<file path="src/rtl/nn_pkg.sv">
// nn_pkg: encodings and helpers shared by the NN pipeline stages.
//   act_e    : activation select codes (2'b11 behaves as pass)
//   state_e  : batch accumulator FSM states
//   saturate : clamp a signed value to a w-bit two's-complement range
package nn_pkg;

    typedef enum logic [1:0] {
        ACT_PASS  = 2'b00,
        ACT_RELU  = 2'b01,
        ACT_HTANH = 2'b10
    } act_e;

    typedef enum logic [1:0] {
        ST_IDLE,
        ST_ACC,
        ST_DRAIN
    } state_e;

    function automatic logic signed [63:0] saturate(input logic signed [63:0] v, input int w);
        logic signed [63:0] hi;
        logic signed [63:0] lo;
        hi = (64'sd1 <<< (w - 1)) - 64'sd1;
        lo = -hi - 64'sd1;
        return (v > hi) ? hi : (v < lo) ? lo : v;
    endfunction

endpackage

</file>
<file path="src/rtl/batch_acc_act_if.sv">
// batch_acc_act_if: stream bundle of the batch accumulator.
//   sum side    : sum_valid, sum_in, bias_in into the block; bias_req out of it
//   result side : dout, dout_valid out of the block; dout_ready into it
//   slave  = the accumulator block
//   master = adder tree plus result consumer
interface batch_acc_act_if #(parameter int DW = 16);
    logic          sum_valid;
    logic [DW-1:0] sum_in;
    logic [DW-1:0] bias_in;
    logic          bias_req;
    logic [DW-1:0] dout;
    logic          dout_valid;
    logic          dout_ready;

    modport slave (
        input  sum_valid, sum_in, bias_in, dout_ready,
        output bias_req, dout, dout_valid
    );

    modport master (
        output sum_valid, sum_in, bias_in, dout_ready,
        input  bias_req, dout, dout_valid
    );
endinterface

</file>
<file path="src/rtl/res_fifo.sv">
// res_fifo: synchronous result FIFO; head is read straight from the storage registers.
//   clk, rst_n        : clock, asynchronous active-low reset (clears pointers and storage)
//   wr_en, wr_data    : push request; accepted when not full or when a pop frees a slot
//   rd_en             : pop request; ignored when empty
//   rd_data, rd_valid : head entry and not-empty flag
//   full              : all DEPTH entries occupied
module res_fifo #(
    parameter int W     = 16,
    parameter int DEPTH = 4
) (
    input  logic         clk,
    input  logic         rst_n,
    input  logic         wr_en,
    input  logic [W-1:0] wr_data,
    input  logic         rd_en,
    output logic [W-1:0] rd_data,
    output logic         rd_valid,
    output logic         full
);
    localparam int AW = $clog2(DEPTH);

    logic [W-1:0] mem [DEPTH];
    logic [AW:0]  wp;
    logic [AW:0]  rp;
    logic         empty;
    logic         push;
    logic         pop;

    // pointers carry one wrap bit: equal => empty, only wrap bit differs => full
    assign empty    = wp == rp;
    assign full     = (wp[AW] != rp[AW]) && (wp[AW-1:0] == rp[AW-1:0]);
    assign pop      = rd_en && !empty;
    assign push     = wr_en && (!full || pop);
    assign rd_valid = !empty;
    assign rd_data  = mem[rp[AW-1:0]];

    always_ff @(posedge clk or negedge rst_n) begin
        if (!rst_n) begin
            wp <= '0;
            rp <= '0;
            for (int i = 0; i < DEPTH; i++) mem[i] <= '0;
        end else begin
            if (push) mem[wp[AW-1:0]] <= wr_data;
            if (push) wp <= wp + 1'b1;
            if (pop) rp <= rp + 1'b1;
        end
    end
endmodule

</file>
<file path="src/rtl/batch_acc_act.sv">
// batch_acc_act: accumulates cfg_batches channel sums per neuron, adds the bias,
// applies the selected activation and queues results in an output FIFO.
//   clk, rst_n               : clock, asynchronous active-low reset
//   start                    : pulse in idle latches cfg_*/act_sel and begins a layer
//   cfg_batches, cfg_neurons : chunks per neuron, neurons per layer (0 acts as 1)
//   act_sel                  : 00 pass, 01 ReLU, 10 hard-tanh, 11 pass
//   busy, done, overrun      : layer active, final-neuron write pulse, sticky drop flag
//   bus (slave)              : sum stream in, bias_req out, result stream out
// Build option: define BATCH_ACC_SAT_EN to saturate the accumulator and the final
// narrowing; otherwise both wrap in two's complement.
module batch_acc_act
    import nn_pkg::*;
#(
    parameter int DW         = 16,
    parameter int FRAC       = 12,
    parameter int CNT_W      = 8,
    parameter int ACC_W      = 24,
    parameter int FIFO_DEPTH = 4
) (
    input  logic             clk,
    input  logic             rst_n,
    input  logic             start,
    input  logic [CNT_W-1:0] cfg_batches,
    input  logic [CNT_W-1:0] cfg_neurons,
    input  logic [1:0]       act_sel,
    output logic             busy,
    output logic             done,
    output logic             overrun,
    batch_acc_act_if.slave   bus
);
    localparam logic signed [ACC_W-1:0] ONE = ACC_W'(1) <<< FRAC;

    state_e                   state;
    state_e                   state_nxt;
    logic [CNT_W-1:0]         b_lim;
    logic [CNT_W-1:0]         n_lim;
    logic [CNT_W-1:0]         batch_cnt;
    logic [CNT_W-1:0]         neuron_cnt;
    logic [1:0]               act_q;
    logic signed [ACC_W-1:0]  acc;
    logic signed [ACC_W-1:0]  acc_base;
    logic signed [ACC_W-1:0]  acc_next;
    logic signed [ACC_W-1:0]  sum_ext;
    logic signed [ACC_W-1:0]  bias_ext;
    logic signed [ACC_W-1:0]  s1;
    logic signed [ACC_W-1:0]  s1_next;
    logic signed [ACC_W-1:0]  act_val;
    logic [DW-1:0]            act_narrow;
    logic [DW-1:0]            s2;
    logic                     s1_v;
    logic                     s1_last;
    logic                     s2_v;
    logic                     s2_last;
    logic                     take;
    logic                     last_chunk;
    logic                     last_neuron;
    logic                     pop;
    logic                     fifo_full;

    assign take        = (state == ST_ACC) && bus.sum_valid;
    assign last_chunk  = batch_cnt == b_lim - 1'b1;
    assign last_neuron = neuron_cnt == n_lim - 1'b1;
    assign sum_ext     = ACC_W'(signed'(bus.sum_in));
    assign bias_ext    = ACC_W'(signed'(bus.bias_in));
    // a new neuron restarts from its first sum instead of needing a clear cycle
    assign acc_base    = (batch_cnt == '0) ? '0 : acc;

    assign act_val = (act_q == ACT_RELU)  ? ((s1 < 0) ? '0 : s1) :
                     (act_q == ACT_HTANH) ? ((s1 > ONE) ? ONE : (s1 < -ONE) ? -ONE : s1) :
                     s1;

`ifdef BATCH_ACC_SAT_EN
    assign acc_next   = ACC_W'(saturate(64'(acc_base) + 64'(sum_ext), ACC_W));
    assign s1_next    = ACC_W'(saturate(64'(acc_next) + 64'(bias_ext), ACC_W));
    assign act_narrow = DW'(saturate(64'(act_val), DW));
`else
    assign acc_next   = acc_base + sum_ext;
    assign s1_next    = acc_next + bias_ext;
    assign act_narrow = act_val[DW-1:0];
`endif

    assign bus.bias_req = (state == ST_ACC) && last_chunk;
    assign pop          = bus.dout_valid && bus.dout_ready;
    assign done         = s2_v && s2_last;

    // busy falls as soon as the pipeline is empty, one cycle before the FSM reaches idle
    always_comb begin
        state_nxt = state;
        busy      = (state == ST_ACC) || ((state == ST_DRAIN) && (s1_v || s2_v));
        case (state)
            ST_IDLE:  if (start) state_nxt = ST_ACC;
            ST_ACC:   if (take && last_chunk && last_neuron) state_nxt = ST_DRAIN;
            ST_DRAIN: if (!s1_v && !s2_v) state_nxt = ST_IDLE;
            default:  state_nxt = ST_IDLE;
        endcase
    end

    always_ff @(posedge clk or negedge rst_n) begin
        if (!rst_n) state <= ST_IDLE;
        else        state <= state_nxt;
    end

    always_ff @(posedge clk or negedge rst_n) begin
        if (!rst_n) begin
            b_lim      <= '0;
            n_lim      <= '0;
            act_q      <= '0;
            batch_cnt  <= '0;
            neuron_cnt <= '0;
            acc        <= '0;
            s1         <= '0;
            s1_v       <= 1'b0;
            s1_last    <= 1'b0;
            s2         <= '0;
            s2_v       <= 1'b0;
            s2_last    <= 1'b0;
            overrun    <= 1'b0;
        end else begin
            if ((state == ST_IDLE) && start) begin
                b_lim      <= (cfg_batches == '0) ? CNT_W'(1) : cfg_batches;
                n_lim      <= (cfg_neurons == '0) ? CNT_W'(1) : cfg_neurons;
                act_q      <= act_sel;
                batch_cnt  <= '0;
                neuron_cnt <= '0;
                acc        <= '0;
                overrun    <= 1'b0;
            end
            if (take) begin
                acc       <= acc_next;
                batch_cnt <= last_chunk ? '0 : batch_cnt + 1'b1;
                if (last_chunk) neuron_cnt <= neuron_cnt + 1'b1;
                if (last_chunk) s1 <= s1_next;
            end
            s1_v    <= take && last_chunk;
            s1_last <= take && last_chunk && last_neuron;
            s2      <= act_narrow;
            s2_v    <= s1_v;
            s2_last <= s1_last;
            // a simultaneous pop frees a slot, so only a write into a full, non-popping FIFO drops
            if (s2_v && fifo_full && !pop) overrun <= 1'b1;
        end
    end

    res_fifo #(
        .W     (DW),
        .DEPTH (FIFO_DEPTH)
    ) u_fifo (
        .clk      (clk),
        .rst_n    (rst_n),
        .wr_en    (s2_v),
        .wr_data  (s2),
        .rd_en    (bus.dout_ready),
        .rd_data  (bus.dout),
        .rd_valid (bus.dout_valid),
        .full     (fifo_full)
    );
endmodule

</file>
<file path="src/flat_wrapper.sv">
// flat-port wrapper written by rule: the top's interface ports become plain ports
module batch_acc_act_flat import nn_pkg::*;
#(
    parameter int DW         = 16,
    parameter int FRAC       = 12,
    parameter int CNT_W      = 8,
    parameter int ACC_W      = 24,
    parameter int FIFO_DEPTH = 4
)
  (clk, rst_n, start, cfg_batches, cfg_neurons, act_sel, busy, done, overrun, bus_sum_valid, bus_sum_in, bus_bias_in, bus_dout_ready, bus_bias_req, bus_dout, bus_dout_valid);
  batch_acc_act_if #(.DW(DW)) bus_i ();
  input  logic clk;
  input  logic rst_n;
  input  logic start;
  input  logic [CNT_W-1:0] cfg_batches;
  input  logic [CNT_W-1:0] cfg_neurons;
  input  logic [1:0] act_sel;
  output logic busy;
  output logic done;
  output logic overrun;
  input wire logic [$bits(bus_i.sum_valid)-1:0] bus_sum_valid;
  input wire logic [$bits(bus_i.sum_in)-1:0] bus_sum_in;
  input wire logic [$bits(bus_i.bias_in)-1:0] bus_bias_in;
  input wire logic [$bits(bus_i.dout_ready)-1:0] bus_dout_ready;
  output wire logic [$bits(bus_i.bias_req)-1:0] bus_bias_req;
  output wire logic [$bits(bus_i.dout)-1:0] bus_dout;
  output wire logic [$bits(bus_i.dout_valid)-1:0] bus_dout_valid;
  assign bus_i.sum_valid = bus_sum_valid;
  assign bus_i.sum_in = bus_sum_in;
  assign bus_i.bias_in = bus_bias_in;
  assign bus_i.dout_ready = bus_dout_ready;
  assign bus_bias_req = bus_i.bias_req;
  assign bus_dout = bus_i.dout;
  assign bus_dout_valid = bus_i.dout_valid;
  batch_acc_act #(.DW(DW), .FRAC(FRAC), .CNT_W(CNT_W), .ACC_W(ACC_W), .FIFO_DEPTH(FIFO_DEPTH)) u_core (.clk(clk), .rst_n(rst_n), .start(start), .cfg_batches(cfg_batches), .cfg_neurons(cfg_neurons), .act_sel(act_sel), .busy(busy), .done(done), .overrun(overrun), .bus(bus_i));
endmodule
</file>
<file path="config.mk">
export PLATFORM = sky130hd
export DESIGN_NAME = batch_acc_act_flat
export DESIGN_NICKNAME = d
export VERILOG_FILES = /design/src/rtl/nn_pkg.sv /design/src/rtl/batch_acc_act_if.sv /design/src/rtl/res_fifo.sv /design/src/rtl/batch_acc_act.sv /design/src/flat_wrapper.sv
export SDC_FILE = /design/constraint.sdc
export NUM_CORES = 1
export LEC_CHECK = 0
export ABC_AREA = 1
export BUFFER_PORTS_ARGS = -buffer_cell sky130_fd_sc_hd__buf_2
export CAP_MARGIN = 10
export CORE_MARGIN = 1
export CORE_UTILIZATION = 56
export DETAILED_ROUTE_END_ITERATION = 8
export GPL_TIMING_DRIVEN = 0
export PLACE_DENSITY_LB_ADDON = 0.05
export SYNTH_ARGS = -nofsm -noshare
export SYNTH_HDL_FRONTEND = slang
export SYNTH_HIERARCHICAL = 1
export SYNTH_SLANG_ARGS = --single-unit
export TNS_END_PERCENT = 100
</file>
<file path="constraint.sdc">
create_clock -name clk -period 4.1 [get_ports clk]
set_clock_uncertainty 0.2 [all_clocks]
set_input_delay 1.025 -clock clk [delete_from_list [all_inputs] [get_ports clk]]
set_output_delay 1.025 -clock clk [all_outputs]
set_load 0.05 [all_outputs]
</file>
==> metrics.csv <==
stage,metric,value,unit
run_status,status,finished with violations,
run_status,violations,negative setup slack,
clock_network,tritoncts,yes,
setup_path,critPathMaxStageDelay,0.41,ns
detailed_routing,wl_per_cell,16.1,um
power_and_ir_drop,p_leak,6.72,nW
yosys,synth-seq-cells,175,
yosys,synth_top_family_by_area,simple AND/OR/NAND/NOR gates,
clock_network,clk_latency,0.44,ns
placement,portBuffers,75,
yosys,ys.flop_type,dfrtp_1,
placement,gp_congestion,0.969,
setup_path,critical_path_depth,25,
final_layout,final_layout_size_suffix_gt1_frac,0.199,
timing,timing.final.ws_setup,-0.0408,ns
yosys,syn_area,11000,um2
timing,fin_hold_ws,0.156,ns
timing,relSlewSlack,0.554,
clock_network,clk_pin_slew,0.07,ns
final_layout,layout-area-overhead-vs-synth,22.2,%
placement,place_inst,1802,
yosys,synth_edf_count,0,
setup_path,crit_fanout,5,
global_route,grt_max_degree,120,
detailed_routing,drt-total-wl,30300,um
setup_path,cp_data_required_time,4.28,ns
power_and_ir_drop,p_per_area,827,nW/um2
setup_path,crit_path_start_kind,register,
timing,hold_violations,0,
final_layout,final_cell_mix,"nand2_1, dfrtp_1, inv_1",
global_route,grt_pass1_vias,9990,
yosys,async_flop_share,1.00,
final_layout,fin_nets,1720,
floorplan,rows,50,
setup_path,rr_worst_depth,25,
yosys,synth-simple-area-share,0.294,
global_route,gr-total-overflow,0,
final_layout,stdcell_count,1877,
global_route,antenna_found_initial,0,
yosys,yosys.area_share.xor_xnor,0.0573,
global_route,grt_pass1_wl,47900,um
clock_network,ctsRootBufferMaster,clkbuf_16,
floorplan,core_region_area,19000,um2
setup_path,crit_path_top_delay_cell,ha_1,
yosys,postSynthNetCount,1582,
timing,finalSetupViolCount,4,
yosys,synth_compound_area_frac,0.105,
yosys,ys_seq_area_frac,0.399,
hold_path,hold_depth,0,
timing,report.final.slew_viol_count,0,
job,drv_cap,0,
timing,fmax,241,MHz
clock_network,clockBufferDepth,2,
clock_network,cts_sinks,175,
yosys,yosysUniqueCellTypes,44,
global_route,grtUsageTotal,0.301,
final_layout,diodes,0,
clock_network,h-tree-depth,4,
timing,worst_pin_slew,0.669,ns
yosys,ys_warn_count,6,
final_layout,mostFrequentLayoutCell,nand2_1,
setup_path,end_kind,register,
detailed_routing,dr.first_iter.drc_count,631,
timing,period_minus_slack,4.14,ns
clock_network,cts_inserted_buffers,17,
floorplan,die-area,20200,um2
timing,rsz0062_at_grt,true,
setup_path,crit_top_cell,nand2_1,
timing,post-route-period-util,1.01,
floorplan,die_x,142,um
final_layout,fin_area,13400,um2
detailed_routing,dr.pass1.iters,6,
detailed_routing,drc,0,
yosys,syn_area_per_cell,7.50,um2
placement,place_area,11700,um2
floorplan,die_h,142,um
setup_path,path_class,register to register,
floorplan,start_util,0.580,
detailed_routing,vias,10400,
detailed_routing,via_per_inst,5.53,
yosys,synth_fa_ha_area_frac,0.0708,
setup_path,crit_buf_inv,5,
yosys,synthCells,1466,
setup_path,worstPathArrival,4.32,ns
hold_path,hp-class,register to register,
floorplan,ios,76,
placement,hpwl,21600,um
yosys,synth_mux_area_frac,0,
setup_path,cp_top_family,simple AND/OR/NAND/NOR gates,
detailed_routing,antenna_left,0,
power_and_ir_drop,irDropWorstVdd,0.000440,V
==> layout make-up <==
cell class | instances | area, um2
Tap cell | 260 | 325
Clock buffer | 17 | 425
Fill cell | 1572 | 5530
Sequential cell | 175 | 4380
Multi-Input combinational cell | 1089 | 6550
Timing Repair Buffer | 120 | 776
Inverter | 146 | 548
Clock inverter | 15 | 149
Buffer | 55 | 278
==> metal layers <==
layer  global-route usage  wire (um)  vias to the layer above
met5                    0          0                        -
met4               0.0968        891                        0
met3               0.0330       1460                       73
met2                0.537      15100                      335
met1                0.380      12800                     4876
li1                     -          -                     5102
==> where the power goes <==
| group | switching (mW) | internal (mW) | leakage (nW) |
|---|---|---|---|
| logic | 4.46 | 2.74 | 4.09 |
| clock network | 0.787 | 0.808 | 0.282 |
| registers | 0.247 | 2.06 | 2.35 |
| total | 5.49 | 5.61 | 6.72 |
==> synthesized netlist by cell type (5+ instances only) <==
cell type    n  area (um2)
xnor2_1     22         193
dfrtp_1    175        4380
buf_1       14        52.6
nand3_2      5        50.1
nor3_1      23         115
o21ai_2      5        43.8
nor4_1       7        43.8
xor2_1      48         420
nand2_1    424        1590
o22ai_1     23         144
o21ai_1      5        25.0
nand3_1     55         275
a21oi_1     55         275
inv_1      143         537
o21ai_0    109         546
buf_2       12        60.1
nor2_1     128         480
ha_1        59         738
clkbuf_1    22        82.6
nand4_1     82         513
==> final timing paths <==
path | startpoint | end | slack (ns)
max | u_core/batch_cnt[1] | u_core/s1[17] | -0.04
min | u_core/s1_last | u_core/s2_last | 0.16
max reg2reg | u_core/batch_cnt[1] | u_core/s1[17] | -0.04
min reg2reg | u_core/s1_last | u_core/s2_last | 0.16
max in group asynchronous | rst_n | u_core/s1[23] | 2.47
min in group asynchronous | rst_n | u_core/u_fifo/rp[2] | 0.30
==> timing repair <==
item,4_1_cts,5_1_grt
gates cloned,0,1
hold buffers,0,0
endpoints found under the setup margin,15,13
pin swaps,19,37
gates resized for setup,51,129
setup buffers,22,21
==> stage by stage <==
step	total power [mW]	TNS (ns)	util	worst slack [ns]
final	11.1	-0.0819	0.708	-0.0408
after global routing	11.8	-1.65	0.708	-0.234
after CTS	9.76	-0.0178	0.667	-0.0133
after detailed placement	7.77	-6.64	0.619	-0.702
after global placement	7.70	-185.02	0.617	-1.04
after floorplan	6.47	0	-	0.0382
==> worst reg2reg max path, cell delays in order, from the launching register on <==
cell and delay (ns):
dfrtp_1 0.40, inv_2 0.09, ha_4 0.16, nand2_4 0.06
nor2_4 0.17, buf_4 0.15, buf_8 0.10, nor2_1 0.06
ha_1 0.38, nand2_1 0.10, nand2_1 0.12, a21oi_2 0.17
nand2_2 0.13, a21oi_2 0.18, xnor2_2 0.10, ha_1 0.41
nand2_2 0.19, nor2_2 0.06, buf_4 0.14, a21oi_4 0.16
o21ai_4 0.11, a21oi_2 0.18, inv_1 0.05, nand2_1 0.05
nand3_1 0.08, nand2_1 0.08
==> cells by family (layout without fill, tap and decap cells) <==
kind of cell    Yosys count  count (layout)
simple gates            745             745
compound gates          212             212
buf+inv                 202             353
flops                   175             175
xor+xnor                 71              71
fa+ha+maj                61              61
==> flip-flops by register name (all words and copies together), names as in the netlist, 2 cells and up <==
register and cells:
u_core/state 2, u_core/b_lim 8, u_core/batch_cnt 8, u_core/n_lim 8, u_core/act_q 2, u_core/neuron_cnt 8
u_core/u_fifo/wp 3, u_core/u_fifo/mem 64, u_core/s2 16, u_core/acc 24, u_core/u_fifo/rp 3, u_core/s1 24
Note: power is estimated with default switching activity, not from simulation.
